$ cat config.mk
export PLATFORM = sky130hd
export DESIGN_NAME = fdiv_sched
export DESIGN_NICKNAME = d
export VERILOG_FILES = /design/src/rtl/fdiv_pkg.sv /design/src/rtl/fdiv_core.sv /design/src/rtl/fdiv_sched.sv
export SDC_FILE = /design/constraint.sdc
export NUM_CORES = 1
export LEC_CHECK = 0
export CORE_MARGIN = 2
export CORE_UTILIZATION = 50
export CTS_BUF_LIST = sky130_fd_sc_hd__clkbuf_4
export DETAILED_ROUTE_END_ITERATION = 6
export GPL_TIMING_DRIVEN = 0
export PLACE_DENSITY = 0.76
export RECOVER_POWER = 25
export SLEW_MARGIN = 5
export SYNTH_ARGS = -nofsm -noshare
export SYNTH_HDL_FRONTEND = slang
export SYNTH_SLANG_ARGS = --single-unit
export TNS_END_PERCENT = 20
$ cat constraint.sdc
create_clock -name clk -period 3 [get_ports clk]
set_clock_uncertainty 0.1 [all_clocks]
set_input_delay 0.45 -clock clk [delete_from_list [all_inputs] [get_ports clk]]
set_output_delay 0.45 -clock clk [all_outputs]
set_load 0.02 [all_outputs]
$ cat src/rtl/fdiv_pkg.sv
// Shared definitions for the runtime clock-enable divider:
// state encoding, the power-up divisor and divisor sanitising.
package fdiv_pkg;

  typedef enum logic [1:0] {
    ST_IDLE = 2'd0,
    ST_RUN  = 2'd1,
    ST_PEND = 2'd2
  } state_t;

  localparam int unsigned DEFAULT_DIV_50M = 32'd50_000_000;

  // A zero divisor has no meaningful period, so it is treated as 1.
  function automatic logic [63:0] sanitise(input logic [63:0] div);
    return (div == 64'd0) ? 64'd1 : div;
  endfunction

endpackage

$ cat src/rtl/fdiv_core.sv
// Period counter for the divider: counts 1..N while running and drives
// the registered square wave and period strobe.
module fdiv_core #(
  parameter int WIDTH = 32
) (
  input  logic             clk,
  input  logic             rst_n,
  input  logic             i_run,
  input  logic             i_run_next,
  input  logic [WIDTH-1:0] i_n,
  output logic             o_wrap,
  output logic             o_fout,
  output logic             o_tick
);

  logic [WIDTH-1:0] r_count;
  logic [WIDTH-1:0] w_count_next;
  logic             r_fout;
  logic             r_tick;
  logic             w_wrap;

  assign w_wrap = (r_count >= i_n);

  // Count is 0 while idle; leaving idle or wrapping restarts at 1.
  always_comb begin
    w_count_next = '0;
    if (i_run_next) begin
      w_count_next = w_wrap ? WIDTH'(1) : r_count + WIDTH'(1);
    end
  end

  always_ff @(posedge clk) begin
    if (!rst_n) begin
      r_count <= '0;
      r_fout  <= 1'b0;
      r_tick  <= 1'b0;
    end else begin
      r_count <= w_count_next;
      r_fout  <= (r_count > (i_n >> 1));
      r_tick  <= w_wrap && i_run;
    end
  end

  assign o_wrap = w_wrap;
  assign o_fout = r_fout;
  assign o_tick = r_tick;

endmodule

$ cat src/rtl/fdiv_sched.sv
// Divisor scheduler: accepts new divisors over valid/ready and applies
// them only at a period boundary (or while idle) so fout never glitches.
module fdiv_sched
  import fdiv_pkg::*;
#(
  parameter int               WIDTH       = 32,
  parameter logic [WIDTH-1:0] DEFAULT_DIV = WIDTH'(DEFAULT_DIV_50M),
  parameter int               PCNT_W      = 16
) (
  input  logic              clk,
  input  logic              rst_n,
  input  logic              en,
  input  logic [WIDTH-1:0]  div_in,
  input  logic              div_valid,
  output logic              div_ready,
  output logic              fout,
  output logic              tick,
  output logic [WIDTH-1:0]  cur_div,
  output logic [PCNT_W-1:0] periods
);

  state_t            r_state;
  state_t            w_state_next;
  logic [WIDTH-1:0]  r_cur_div;
  logic [WIDTH-1:0]  w_cur_next;
  logic [WIDTH-1:0]  r_pend_div;
  logic [WIDTH-1:0]  w_pend_next;
  logic [WIDTH-1:0]  w_div_san;
  logic [PCNT_W-1:0] r_periods;
  logic              w_xfer;
  logic              w_wrap;
  logic              w_run;
  logic              w_run_next;

  assign div_ready  = rst_n && ((r_state == ST_IDLE) || (r_state == ST_RUN));
  assign w_xfer     = div_valid && div_ready;
  assign w_div_san  = WIDTH'(sanitise(64'(div_in)));
  assign w_run      = (r_state != ST_IDLE);
  assign w_run_next = (w_state_next != ST_IDLE);

  always_comb begin
    w_state_next = r_state;
    w_cur_next   = r_cur_div;
    w_pend_next  = r_pend_div;
    case (r_state)
      ST_IDLE: begin
        if (w_xfer) w_cur_next = w_div_san;
        if (en) w_state_next = ST_RUN;
      end
      ST_RUN: begin
        if (!en) begin
          w_state_next = ST_IDLE;
          if (w_xfer) w_cur_next = w_div_san;
        end else if (w_xfer) begin
          // Even on a wrap edge the new value waits for the next wrap.
          w_pend_next  = w_div_san;
          w_state_next = ST_PEND;
        end
      end
      ST_PEND: begin
        if (!en || w_wrap) begin
          w_cur_next   = r_pend_div;
          w_state_next = en ? ST_RUN : ST_IDLE;
        end
      end
      default: w_state_next = ST_IDLE;
    endcase
  end

  always_ff @(posedge clk) begin
    if (!rst_n) begin
      r_state    <= ST_IDLE;
      r_cur_div  <= DEFAULT_DIV;
      r_pend_div <= '0;
      r_periods  <= '0;
    end else begin
      r_state    <= w_state_next;
      r_cur_div  <= w_cur_next;
      r_pend_div <= w_pend_next;
      r_periods  <= r_periods + PCNT_W'(w_wrap && w_run);
    end
  end

  fdiv_core #(
    .WIDTH(WIDTH)
  ) u_core (
    .clk       (clk),
    .rst_n     (rst_n),
    .i_run     (w_run),
    .i_run_next(w_run_next),
    .i_n       (r_cur_div),
    .o_wrap    (w_wrap),
    .o_fout    (fout),
    .o_tick    (tick)
  );

  assign cur_div = r_cur_div;
  assign periods = r_periods;

endmodule

==> results.json, run 1 <==
{
  "outcome": "finished, final reports clean",
  "reg2regPathDepth": 14,
  "fin_crit_sh": 0.991,
  "first_iter_violations": 441,
  "power_switching_uw": 942,
  "drc": 0,
  "clockBufferDepth": 2,
  "yosysWarnings": 0,
  "gp_congestion": 0.906,
  "dr.pass1.iters": 5,
  "tightest_slew_ns": 0.761,
  "dp_slack_ns": -0.500,
  "coreArea_mm2": 0.0127,
  "io_pins": 87,
  "antenna_found_initial": 1,
  "cp_data_arrival_time_ns": 3.33,
  "max-cap-violations": 0,
  "r2r-start": "cur_div[25]",
  "worstSetupEndpoint": "periods[15]",
  "numCtsBuffers": 17,
  "rsz0062_at_grt": "true",
  "viasPerCell": 5.38,
  "cp_max_fo": 7,
  "synth_flop_cell": "dfxtp_1",
  "avgSynthCellArea_um2": 8.41,
  "grt_usage": 0.240,
  "synthAdderAreaFrac": 0.127,
  "die_h_um": 118,
  "die_area_mm2": 0.0140,
  "cts.sinks": 116,
  "critPathLaunch": "cur_div[25]",
  "final_cell_mix": "nand2_1 (107), dfxtp_1 (97), clkdlybuf4s50_1 (70), ha_1 (55), nor2_1 (54)",
  "r2r_end": "periods[15]",
  "muxShareOfSynthArea": 0.0476,
  "nets": 998,
  "swShare": 0.256,
  "detail-route-antenna-nets": 0,
  "wl_um": 16800,
  "finalCriticalPeriod_ns": 2.97,
  "drive_gt1_frac": 0.125,
  "final_area_mm2": 0.00833,
  "grt-ovfl-total": 0,
  "power_uw": 3680,
  "cp-start-kind": "register",
  "tritoncts": "built",
  "min_path_type": "in -> reg",
  "clk_latency_ns": 0.57,
  "grt_pass1_vias": 5342,
  "cp-end-kind": "register",
  "r2r_setup_slack_ns": 0.03,
  "die_w_um": 118,
  "synthArstFlopShare": 0,
  "place_area_mm2": 0.00759,
  "final_util": 0.657,
  "hpwl_um": 12700,
  "avgRoutedWirePerCell_um": 15.5,
  "power.share.clock": 0.426,
  "p_per_area_mw_per_mm2": 442,
  "path_clk_slew_ns": 0.12,
  "fmax_mhz": 336,
  "synth_compound_area_frac": 0.126,
  "synth_area_mm2": 0.00653,
  "synth_xor_area_frac": 0.0564,
  "synth_edf_count": 0,
  "nFillCells": 1089,
  "seq_area_frac_synth": 0.356,
  "power.internal_uw": 2740,
  "grt_max_degree": 17,
  "timing.setup.tns_ns": 0,
  "peakVddDrop_mv": 0.471,
  "dr_total_vias": 5826,
  "setup_violations": 0,
  "synth_cell_types": 44,
  "drv_slew": 0,
  "max_slew_margin": 0.493,
  "synthSimpleGateAreaFrac": 0.238,
  "synth.net_count": 878,
  "ctsRootBufferMaster": "clkbuf_4",
  "min-delay-start": "rst_n",
  "ys_seq_elements": 116,
  "synth_top_family_by_area": "simple AND/OR/NAND/NOR gates",
  "start_util": 0.515,
  "crit_required_ns": 3.36,
  "num_rows": 41,
  "hold_violations": 0,
  "final_common_cell": "nand2_1",
  "critPathKind": "reg -> reg",
  "grt_first_pass_wirelength_um": 26900,
  "syn-instance-count": 776,
  "layout_setup_ws_ns": 0.0265,
  "htree_levels": 4,
  "port_buffers": 85,
  "synthToLayoutAreaGrowth_pct": 27.7,
  "combPwrFrac": 0.135,
  "seqPwrFrac": 0.438,
  "leakage_uw": 0.00358
}
## cells by family (layout without fill, tap and decap cells)
logic type                 after synthesis  in the layout
and+or+nand+nor                        317            317
AOI/OAI and AO/OA                      124            124
DFF                                    116            116
buffers and inverters                   80            213
adders and majority gates               66             66
xor gates and xnor gates                42             42
muxes                                   31             31
other                                    0              1
## power by group through the flow
stage                     Clock (uW)  Combinational, uW  Sequential (uW)
final                           1570                498             1610
after global routing            1650                543             1620
after CTS                       1580                472             1610
after detailed placement           0                465             1650
after global placement             0                458             1650
after floorplan                    0                220             1680
## routing by layer
| layer | part of all wire | wire length (um) | GRT usage |
|---|---|---|---|
| met5 | 0 | 0 | 0 |
| met4 | 0.014 | 241 | 0.0678 |
| met2 | 0.48 | 8000 | 0.383 |
| met3 | 0.041 | 698 | 0.0526 |
| met1 | 0.47 | 7890 | 0.325 |
## final cells by class
cell class                 count  area [um2]  share of cell area
tap                          172         215              0.0258
multi-input combinational    580        4050               0.486
timing repair buffer         101         971               0.117
inverter                      40         155              0.0186
clock inverter                13         253              0.0303
antenna                        1        2.50            0.000300
clock buffer                  19         143              0.0171
sequential                   116        2350               0.282
buffer                        40         189              0.0227
## registers in the layout (all words and copies together) (netlist names)
signal and flops:
cur_div 32, u_core.r_count 32, r_state 2, u_core.o_fout 1, r_pend_div 32, periods 16
u_core.o_tick 1
## cells in the mapped netlist (2+ instances only)
library cell,instances,share of area
clkbuf_1,28,0.016
a2111oi_0,3,0.0040
dfxtp_1,116,0.36
and4_1,7,0.0094
nor3_1,16,0.012
o21ai_0,30,0.023
a21boi_0,33,0.038
ha_1,66,0.13
xnor2_1,25,0.034
and3_1,24,0.023
nor2b_1,5,0.0048
buf_2,10,0.0077
mux2i_1,31,0.048
buf_6,2,0.0035
nor2_1,55,0.032
a211o_1,2,0.0027
xor2_1,17,0.023
nor4_1,10,0.0096
nand2_1,108,0.062
a31oi_1,13,0.012
a211oi_1,2,0.0023
a21o_1,10,0.012
o211ai_1,3,0.0035
a21oi_1,17,0.013
nand2b_1,5,0.0048
nand3_1,39,0.030
inv_1,40,0.023
or3_1,3,0.0029
a221oi_1,3,0.0040
and2_1,17,0.016
nand4_1,21,0.020
o21a_1,3,0.0035
## worst min path at each step
stage                      to  slack [ns]  cells past startpoint
6_report           r_state[0]        0.26                      3
3_3_place_gp   r_pend_div[18]        0.35                      2
2_1_floorplan  r_pend_div[29]        0.34                      2
4_1_cts            r_state[0]        0.24                      3
5_1_grt            r_state[0]        0.27                      3
3_5_place_dp   r_pend_div[15]        0.36                      2
## critical path, cell delays in order, from the launching register on
cell	delay, ns
dfxtp_1	0.38
inv_1	0.10
ha_1	0.32
a21oi_1	0.15
o21ai_0	0.11
a221oi_1	0.40
o21a_1	0.22
and2_4	0.20
nor2_4	0.05
ha_4	0.17
and3_1	0.20
clkbuf_8	0.16
nand3_1	0.10
xnor2_1	0.06
and2_1	0.14
## repair_timing
action                                  4_1_cts  5_1_grt
buffers inserted                              2       14
gates resized for setup                      24       39
endpoints found under the setup margin       15       33
hold buffers                                  0        0
pin swaps                                     8        6
## through the flow
step           std cells  hold slack [ns]
2_1_floorplan        776            0.343
3_3_place_gp        1033            0.349
3_5_place_dp        1033            0.355
4_1_cts             1067            0.244
5_1_grt             1082            0.266
6_report            1082            0.263
(Power assumes the default switching activity.)
==> inputs of run 2 (changes only) <==
--- a/config.mk
+++ b/config.mk
@@ -5,14 +5,15 @@
 export SDC_FILE = /design/constraint.sdc
 export NUM_CORES = 1
 export LEC_CHECK = 0
+export CELL_PAD_IN_SITES_DETAIL_PLACEMENT = 1
+export CELL_PAD_IN_SITES_GLOBAL_PLACEMENT = 2
 export CORE_MARGIN = 2
-export CORE_UTILIZATION = 50
+export CORE_UTILIZATION = 31
 export CTS_BUF_LIST = sky130_fd_sc_hd__clkbuf_4
 export DETAILED_ROUTE_END_ITERATION = 6
 export GPL_TIMING_DRIVEN = 0
-export PLACE_DENSITY = 0.76
+export PLACE_DENSITY_LB_ADDON = 0.1
 export RECOVER_POWER = 25
-export SLEW_MARGIN = 5
 export SYNTH_ARGS = -nofsm -noshare
 export SYNTH_HDL_FRONTEND = slang
 export SYNTH_SLANG_ARGS = --single-unit
==> run 2 against run 1 <==
Net effect:
- the run now ends with negative setup slack left
- maximum frequency is 3.4% lower
- critical path depth stayed put
- largest power group unchanged
- routed wire length is 28% higher
==> results.json, run 2 (synthesized netlist as in run 1, its figures left out) <==
{
  "wl_um": 21500,
  "grt-ovfl-total": 0,
  "violations": "negative setup slack",
  "leakage_uw": 0.00358,
  "fin_crit_sh": 1.03,
  "hold_ws_ns": 0.297,
  "nFillCells": 2447,
  "final_util": 0.403,
  "multi_input_area_mm2": 0.00404,
  "worstSetupEndpoint": "periods[13]",
  "dr_total_vias": 5953,
  "drc": 0,
  "grt_max_degree": 17,
  "dpl.cell_count": 1136,
  "layout_setup_ws_ns": -0.0772,
  "timing.setup.tns_ns": -0.326,
  "p_per_area_mw_per_mm2": 406,
  "antenna_found_initial": 1,
  "outcome": "finished with violations",
  "hpwl_um": 16800,
  "ff_latch_area_mm2": 0.00235,
  "stdcell_count": 1187,
  "path_clk_slew_ns": 0.13,
  "r2r-start": "cur_div[15]",
  "drv_slew": 0,
  "rsz0062_at_grt": "true",
  "detail-route-antenna-nets": 0,
  "clockBufferDepth": 2,
  "nets": 1000,
  "final_common_cell": "nand2_1",
  "finalCriticalPeriod_ns": 3.08,
  "io_pins": 87,
  "postCtsHoldBufs": 0,
  "grt_pass1_vias": 6274,
  "htree_levels": 4,
  "synthToLayoutAreaGrowth_pct": 28.7,
  "peakVddDrop_mv": 0.188,
  "cp-end-kind": "register",
  "r2r_setup_slack_ns": -0.08,
  "gp_congestion": 0.852,
  "r2r_end": "periods[13]",
  "viasPerCell": 5.02,
  "num_rows": 53,
  "cp-start-kind": "register",
  "avgRoutedWirePerCell_um": 18.1,
  "reg2regPathDepth": 14,
  "die_area_mm2": 0.0222,
  "min_path_type": "in -> reg",
  "start_util": 0.313,
  "numCtsBuffers": 17,
  "critPathKind": "reg -> reg",
  "first_iter_violations": 166,
  "critPathLaunch": "cur_div[15]",
  "tightest_slew_ns": 0.785,
  "die_w_um": 149,
  "cts.sinks": 116,
  "max_slew_margin": 0.472,
  "fmax_mhz": 325,
  "drive_gt1_frac": 0.120,
  "dr.pass1.iters": 4,
  "ctsRootBufferMaster": "clkbuf_4",
  "coreArea_mm2": 0.0208,
  "dp_slack_ns": -0.700,
  "port_buffers": 85,
  "hold_violations": 0,
  "grt_first_pass_wirelength_um": 34300,
  "tritoncts": "built",
  "clk_latency_ns": 0.57,
  "setup_violations": 10,
  "cp_max_fo": 7,
  "grt_usage": 0.202,
  "crit_required_ns": 3.38,
  "final_cell_mix": "nand2_1 (106), dfxtp_1 (104), ha_1 (59), nor2_1 (54), clkdlybuf4s50_1 (52)",
  "cp_data_arrival_time_ns": 3.45,
  "die_h_um": 149,
  "max-cap-violations": 0
}
[run 2: worst min-delay path by stage]
stage                           endpoint  depth (start not counted)      startpoint
after floorplan           r_pend_div[29]                          2  r_pend_div[29]
after global placement    r_pend_div[20]                          2  r_pend_div[20]
after detailed placement  r_pend_div[16]                          2  r_pend_div[16]
after CTS                     r_state[0]                          3           rst_n
after global routing          r_state[0]                          3           rst_n
final                         r_state[0]                          3           rst_n
[run 2: metrics by stage]
stage	instance area (um2)	power [uW]
after global placement	7720	2130
after CTS	8290	3460
after floorplan	6530	1900
final	8400	3410
after detailed placement	7720	2140
after global routing	8400	3590
[run 2: repair_timing]
action | 4_1_cts | 5_1_grt
endpoints found under the setup margin | 36 | 71
pin swaps | 14 | 9
gates resized for setup | 40 | 28
buffers inserted | 16 | 2
cloned | 0 | 0
[run 2: critical path: stages (launching register included)]
cell,delay (ns)
dfxtp_2,0.35
inv_2,0.05
ha_4,0.27
nand4_1,0.17
buf_4,0.19
a211o_1,0.27
a311o_1,0.37
and2_4,0.17
nor2_4,0.15
ha_4,0.17
and3_4,0.19
buf_8,0.13
nand4_1,0.11
xnor2_1,0.14
and2_1,0.15
[run 2: power by group]
| group | internal [uW] | total, uW | switching [uW] |
|---|---|---|---|
| Combinational | 215 | 508 | 293 |
| Sequential | 1580 | 1610 | 30.5 |
| Clock | 595 | 1290 | 696 |
[run 2: final cells by class]
cell class	count	area share
Multi-Input combinational cell	580	0.481
Tap cell	275	0.0410
Buffer	40	0.0241
Sequential cell	116	0.279
Clock buffer	18	0.0161
Inverter	40	0.0182
Timing Repair Buffer	103	0.118
Clock inverter	14	0.0212
Antenna cell	1	0.000298
[run 2: metal layers]
layer / GRT usage / part of all wire / vias up
met1: 0.260 / 0.47 / 2879
met5: 0 / 0 / -
met4: 0.0624 / 0.015 / 0
met2: 0.342 / 0.49 / 92
met3: 0.0373 / 0.029 / 25
li1: - / - / 2957
==> variant 1 (flow settings as in run 2) <==
`WIDTH` is set to 32 in 2 places; all go to 48.
--- a/src/rtl/fdiv_core.sv
+++ b/src/rtl/fdiv_core.sv
@@ -1,7 +1,7 @@
 // Period counter for the divider: counts 1..N while running and drives
 // the registered square wave and period strobe.
 module fdiv_core #(
-  parameter int WIDTH = 32
+  parameter int WIDTH = 48
 ) (
   input  logic             clk,
   input  logic             rst_n,
--- a/src/rtl/fdiv_sched.sv
+++ b/src/rtl/fdiv_sched.sv
@@ -3,7 +3,7 @@
 module fdiv_sched
   import fdiv_pkg::*;
 #(
-  parameter int               WIDTH       = 32,
+  parameter int               WIDTH       = 48,
   parameter logic [WIDTH-1:0] DEFAULT_DIV = WIDTH'(DEFAULT_DIV_50M),
   parameter int               PCNT_W      = 16
 ) (
Ports: changed (resized cur_div and div_in); port bits go from 87 to 119. The function was not compared with the original's and may differ.
==> variant 1 against run 2 <==
- the flow still finishes with violations (negative setup slack)
- worst setup slack worse by 290 ps
- total power is 28% higher
- design area is 47% higher
- via count is 40% higher
- synthesized area is 45% higher
- wire length is 46% higher
- sequential cell count is 48 higher
==> variant 1: results (changes against run 2) <==
- Status: finished with violations
- Failing checks: negative setup slack
- DR pass1 iterations: 4 (unchanged)
- HP Class: in2reg
- Hold Startpoint: div_in[4]
- Leakage: 5.061 nW (+41%)
- Internal: 3.000 mW (+26%)
- Slew headroom: 20.04% (-27 points)
- Via count of the first global-routing pass: 8,632 (+38%)
- Dominant synthesized flop cell: dfxtp_1
- Final worst slack: -365.9 ps (-288.7 ps)
- Hold path depth: 3 (unchanged)
- Overall routed net length: 31,510 um (+46%)
- Setup TNS: -19,000 ps (-18,670 ps)
- Syn nets: 1,266 (+44%)
- Worst-path clk slew: 170 ps (+40 ps)
- Synth warn: 0 (unchanged)
- H-tree Lvls: 4 (unchanged)
- Final setup vio count: 76 (+66)
- Top cells by count, synth: 243 x nand2_1, 164 x dfxtp_1, 98 x ha_1, 73 x nor2_1, 60 x inv_1
- GP Congestion: 0.7787 (-8.6%)
- Async SR Flop Fraction: 0% (unchanged)
- Peak supply drop: 220.9 uV (+18%)
- Reg2reg path depth: 12 (-2)
- Num CTS Buffers: 17 (unchanged)
- DP Wirelength: 24,180 um (+44%)
- Worst reg2reg endpoint: cur_div[23]
- Clock root cell: clkbuf_4
- Ratio of cells with drive above 1 in the final layout: 18.02% (+6.1 points)
- Top post-synthesis cells by area: dfxtp_1 35%, ha_1 13%, nand2_1 9.6%, mux2_2 5.2%, mux2i_1 5.2%
- Worst path top cell family by delay: simple AND/OR/NAND/NOR gates
- PortBufs: 118 (+39%)
- Slowest stage delay, CP: 470 ps (+100 ps)
- CTS max path bufs: 2 (unchanged)
- Initial antenna violation count: 4 (+3)
- Final nets: 1,447 (+45%)
- Yosys cell types: 50 (+14%)
- Critical path fanouts, max: 6 (-1)
- Global-route wire length before repair: 49,070 um (+43%)
- Detailed Route Iter0 Violations: 253 (+52%)
- Arr. time, crit path: 3740 ps (+290 ps)
- Critical R2R Launch: cur_div[46]
- DR vias: 8,311 (+40%)
- GRT Util Overall: 20.29% (+0.11 points)
- Min-Delay Endpoint: r_pend_div[4]
- Slowest CP cell: a311o_2
- Sequential area share after synthesis: 34.73% (-0.86 points)
- Largest net degree at the start of global routing: 17 (unchanged)
- Clk Latency, worst-skew pair: 590 ps (+20 ps)
[variant 1: power groups by stage]
stage / registers, mW / clock network, mW / logic (mW)
3_3_place_gp: 2.32 / 0 / 0.627
3_5_place_dp: 2.32 / 0 / 0.631
4_1_cts: 2.26 / 1.43 / 0.706
5_1_grt: 2.27 / 1.51 / 0.797
6_report: 2.26 / 1.37 / 0.727
2_1_floorplan: 2.34 / 0 / 0.298
[variant 1: final cells by class]
cell class	instances	area [um2]
clock buffer	17	127.6
buffer	46	290.3
tap	390	488.0
fill	3532	17410
multi-input combinational	846	6138
timing repair buffer	162	1579
sequential	164	3381
antenna	3	7.507
clock inverter	15	145.1
inverter	60	230.2
[variant 1: per-stage QoR]
step / util, % / worst slack [ps] / hold WS, ps / cell area [um2] / cells
after floorplan: - / -35.51 / 341.0 / 9563 / 1116
final: 41.57 / -365.9 / 366.7 / 12390 / 1703
after global routing: 41.56 / -567.7 / 330.0 / 12380 / 1701
after CTS: 40.85 / -472.6 / 305.7 / 12170 / 1689
after global placement: 37.70 / -1088 / 348.6 / 11230 / 1624
after detailed placement: 37.70 / -1119 / 356.5 / 11230 / 1624
[variant 1: tightest hold or removal path: stages]
cell and delay, ps:
clkdlybuf4s50_1 440, nand2_1 70, a21boi_0 70
[variant 1: what timing repair did]
item,in CTS,in global routing
buffers inserted,33,11
setup endpoints to repair,116,110
pin swaps,19,14
resized for setup,99,39
cloned,2,2
[variant 1: cell families (layout without fill, tap and decap cells)]
family                     Yosys count  after routing  synth area share [%]
and+or+nand+nor                    452            453                 21.59
other                                0              3                     0
buffers and inverters              107            300                 4.447
xor gates and xnor gates            55             55                 5.096
adders and majority gates           98             98                 12.97
DFF                                164            164                 34.73
muxes                               96             96                 10.79
AOI/OAI and AO/OA                  144            144                 10.38
[variant 1: routing by layer]
layer,up-vias,routed length (um),track usage [%]
met3,16,1074,3.538
met2,100,14980,34.77
met5,-,13,0
li1,4214,-,-
met4,2,346,4.404
met1,3979,15100,26.56
[variant 1: worst max path at each step]
stage                start           to
2_1_floorplan  cur_div[14]  periods[14]
3_3_place_gp   cur_div[40]   periods[9]
3_5_place_dp   cur_div[47]  periods[14]
4_1_cts        cur_div[41]  periods[14]
5_1_grt        cur_div[46]  periods[14]
6_report       cur_div[46]  cur_div[23]
==> variant 2 (settings of run 2) <==
Made on the original files. The 3 states of `state_t` get a one-hot encoding in 3 bits.
--- a/src/rtl/fdiv_pkg.sv
+++ b/src/rtl/fdiv_pkg.sv
@@ -2,10 +2,10 @@
 // state encoding, the power-up divisor and divisor sanitising.
 package fdiv_pkg;
 
-  typedef enum logic [1:0] {
-    ST_IDLE = 2'd0,
-    ST_RUN  = 2'd1,
-    ST_PEND = 2'd2
+  typedef enum logic [2:0] {
+    ST_IDLE = 3'b001,
+    ST_RUN  = 3'b010,
+    ST_PEND = 3'b100
   } state_t;
 
   localparam int unsigned DEFAULT_DIV_50M = 32'd50_000_000;
Function: same outputs for any inputs over 10 cycles, from zero or initial values and one cycle with rst_n low; not proved beyond that.
==> variant 2 against run 2 <==
- die area decreased by 4.4%
- total power is 1.8% higher
- utilization up 1.0 points
- wire length shrank 7.3%
- synthesized area down 4.5%
- sequential share of layout area increased by 1.4 points
- worst setup slack better by 150 ps
- sequential cell count rose by 1
- final cell count down 6.2%
- design area is 3.5% lower
- critical path type unchanged
- critical endpoint is now periods[14]
==> variant 2: results (changes against run 2) <==
- Synth warn: 0 (unchanged)
- Clk Latency, worst-skew pair: 550 ps (-20 ps)
- GP Congestion: 0.8283 (-2.8%)
- Sequential area share after synthesis: 37.58% (+2.0 points)
- Num CTS Buffers: 17 (unchanged)
- Largest net degree at the start of global routing: 17 (unchanged)
- Syn nets: 820 (-6.6%)
- Slew headroom: 46.01% (-1.2 points)
- Async SR Flop Fraction: 0% (unchanged)
- Clock root cell: clkbuf_4
- HP Class: in2reg
- Overall routed net length: 19,970 um (-7.3%)
- GRT Util Overall: 19.11% (-1.1 points)
- Internal: 2.511 mW (+5.1%)
- Worst-path clk slew: ~140 ps
- Dominant synthesized flop cell: dfxtp_1
- Final nets: 935 (-6.5%)
- Leakage: 3.322 nW (-7.3%)
- Peak supply drop: 208.3 uV (+11%)
- CTS max path bufs: 2 (unchanged)
- Global-route wire length before repair: 31,960 um (-6.7%)
- Initial antenna violation count: 1 (unchanged)
- H-tree Lvls: 4 (unchanged)
- PortBufs: 85 (unchanged)
- Vias per cell: 5.013 (about the same)
- DR pass1 iterations: 5 (+1)
- Via count of the first global-routing pass: 5,912 (-5.8%)
- Critical path fanouts, max: 6 (-1)
- Pre-CTS WS: -460.8 ps (+239.4 ps)
- Ratio of cells with drive above 1 in the final layout: 15.01% (+3.0 points)
- Yosys cell types: 55 (+25%)
- Detailed Route Iter0 Violations: 267 (+61%)
- Top cells by count, synth: 117 x dfxtp_1, 106 x nand2_1, 66 x ha_1, 60 x nor2_1, 53 x a21oi_1
- Arr. time, crit path: 3270 ps (-180 ps)
- Top post-synthesis cells by area: dfxtp_1 38%, ha_1 13%, nand2_1 6.4%, xor2_1 4.5%, a21oi_1 4.3%
- Status: complete, no violations
- DP Wirelength: 15,510 um (-7.7%)
-- variant 2: final cells by class --
type / instances / area, um2
clock inverter: 15 / 240.2
inverter: 39 / 153.9
sequential: 117 / 2382
clock buffer: 17 / 127.6
antenna: 2 / 5.005
fill: 2346 / 11490
tap: 265 / 331.6
buffer: 30 / 147.6
multi-input combinational: 529 / 3761
timing repair buffer: 99 / 954.7
-- variant 2: worst paths after layout --
| kind | from | depth (start not counted) | end | slack, ps |
|---|---|---|---|---|
| hold reg to reg | r_pend_div[18] | 2 | r_pend_div[18] | 360 |
| hold / removal | en | 2 | r_state[1] | 100 |
| setup / recovery | cur_div[27] | 13 | periods[14] | 80 |
| setup reg to reg | cur_div[27] | 13 | periods[14] | 80 |
-- variant 2: repair_timing --
item                       CTS  global route
hold endpoints to repair     0             0
setup endpoints to repair   34            32
pin swaps                   14            11
gates cloned                 0             0
buffers inserted             5             9
resized for setup           43            24
hold buffers                 0             0
-- variant 2: cells by family after synthesis --
family	count (synthesis)	synth area share, %
muxes	20	3.212
xor gates and xnor gates	45	6.324
buffers and inverters	72	4.939
AOI/OAI and AO/OA	133	14.66
and+or+nand+nor	265	20.04
adders and majority gates	66	13.25
DFF	117	37.58
-- variant 2: power groups by stage --
stage | clock, mW | sequential [mW] | combinational (mW)
after floorplan | 0 | 1.66 | 0.161
after global placement | 0 | 1.64 | 0.351
after detailed placement | 0 | 1.64 | 0.362
after CTS | 1.53 | 1.60 | 0.371
after global routing | 1.61 | 1.61 | 0.409
final | 1.50 | 1.60 | 0.374
-- variant 2: through the flow --
| stage | instances | hold WS, ps | instance area, um2 |
|---|---|---|---|
| CTS | 1103 | 57.54 | 7948 |
| detailed placement | 1068 | 348.9 | 7417 |
| global placement | 1068 | 340.9 | 7417 |
| finish | 1113 | 97.84 | 8104 |
| global route | 1113 | 51.36 | 8104 |
| floorplan | 718 | 335.7 | 6235 |
-- variant 2: metal layers --
metal | GRT usage, % | vias to the layer above | routed length [um]
li1 | - | 2766 | -
met1 | 24.69 | 2719 | 9393
met2 | 32.03 | 85 | 9741
met3 | 4.734 | 10 | 644
met4 | 4.608 | 0 | 190
met5 | 0 | - | 0
-- variant 2: critical path, stage by stage (launching register included) --
cell	delay, ps
dfxtp_2	370
inv_4	50
ha_4	260
nand4_1	250
nor4_4	430
o311ai_2	180
and3_4	210
nor2_2	100
ha_2	210
ha_4	140
and2_4	180
nand4_1	120
xor2_1	160
nor2_1	50
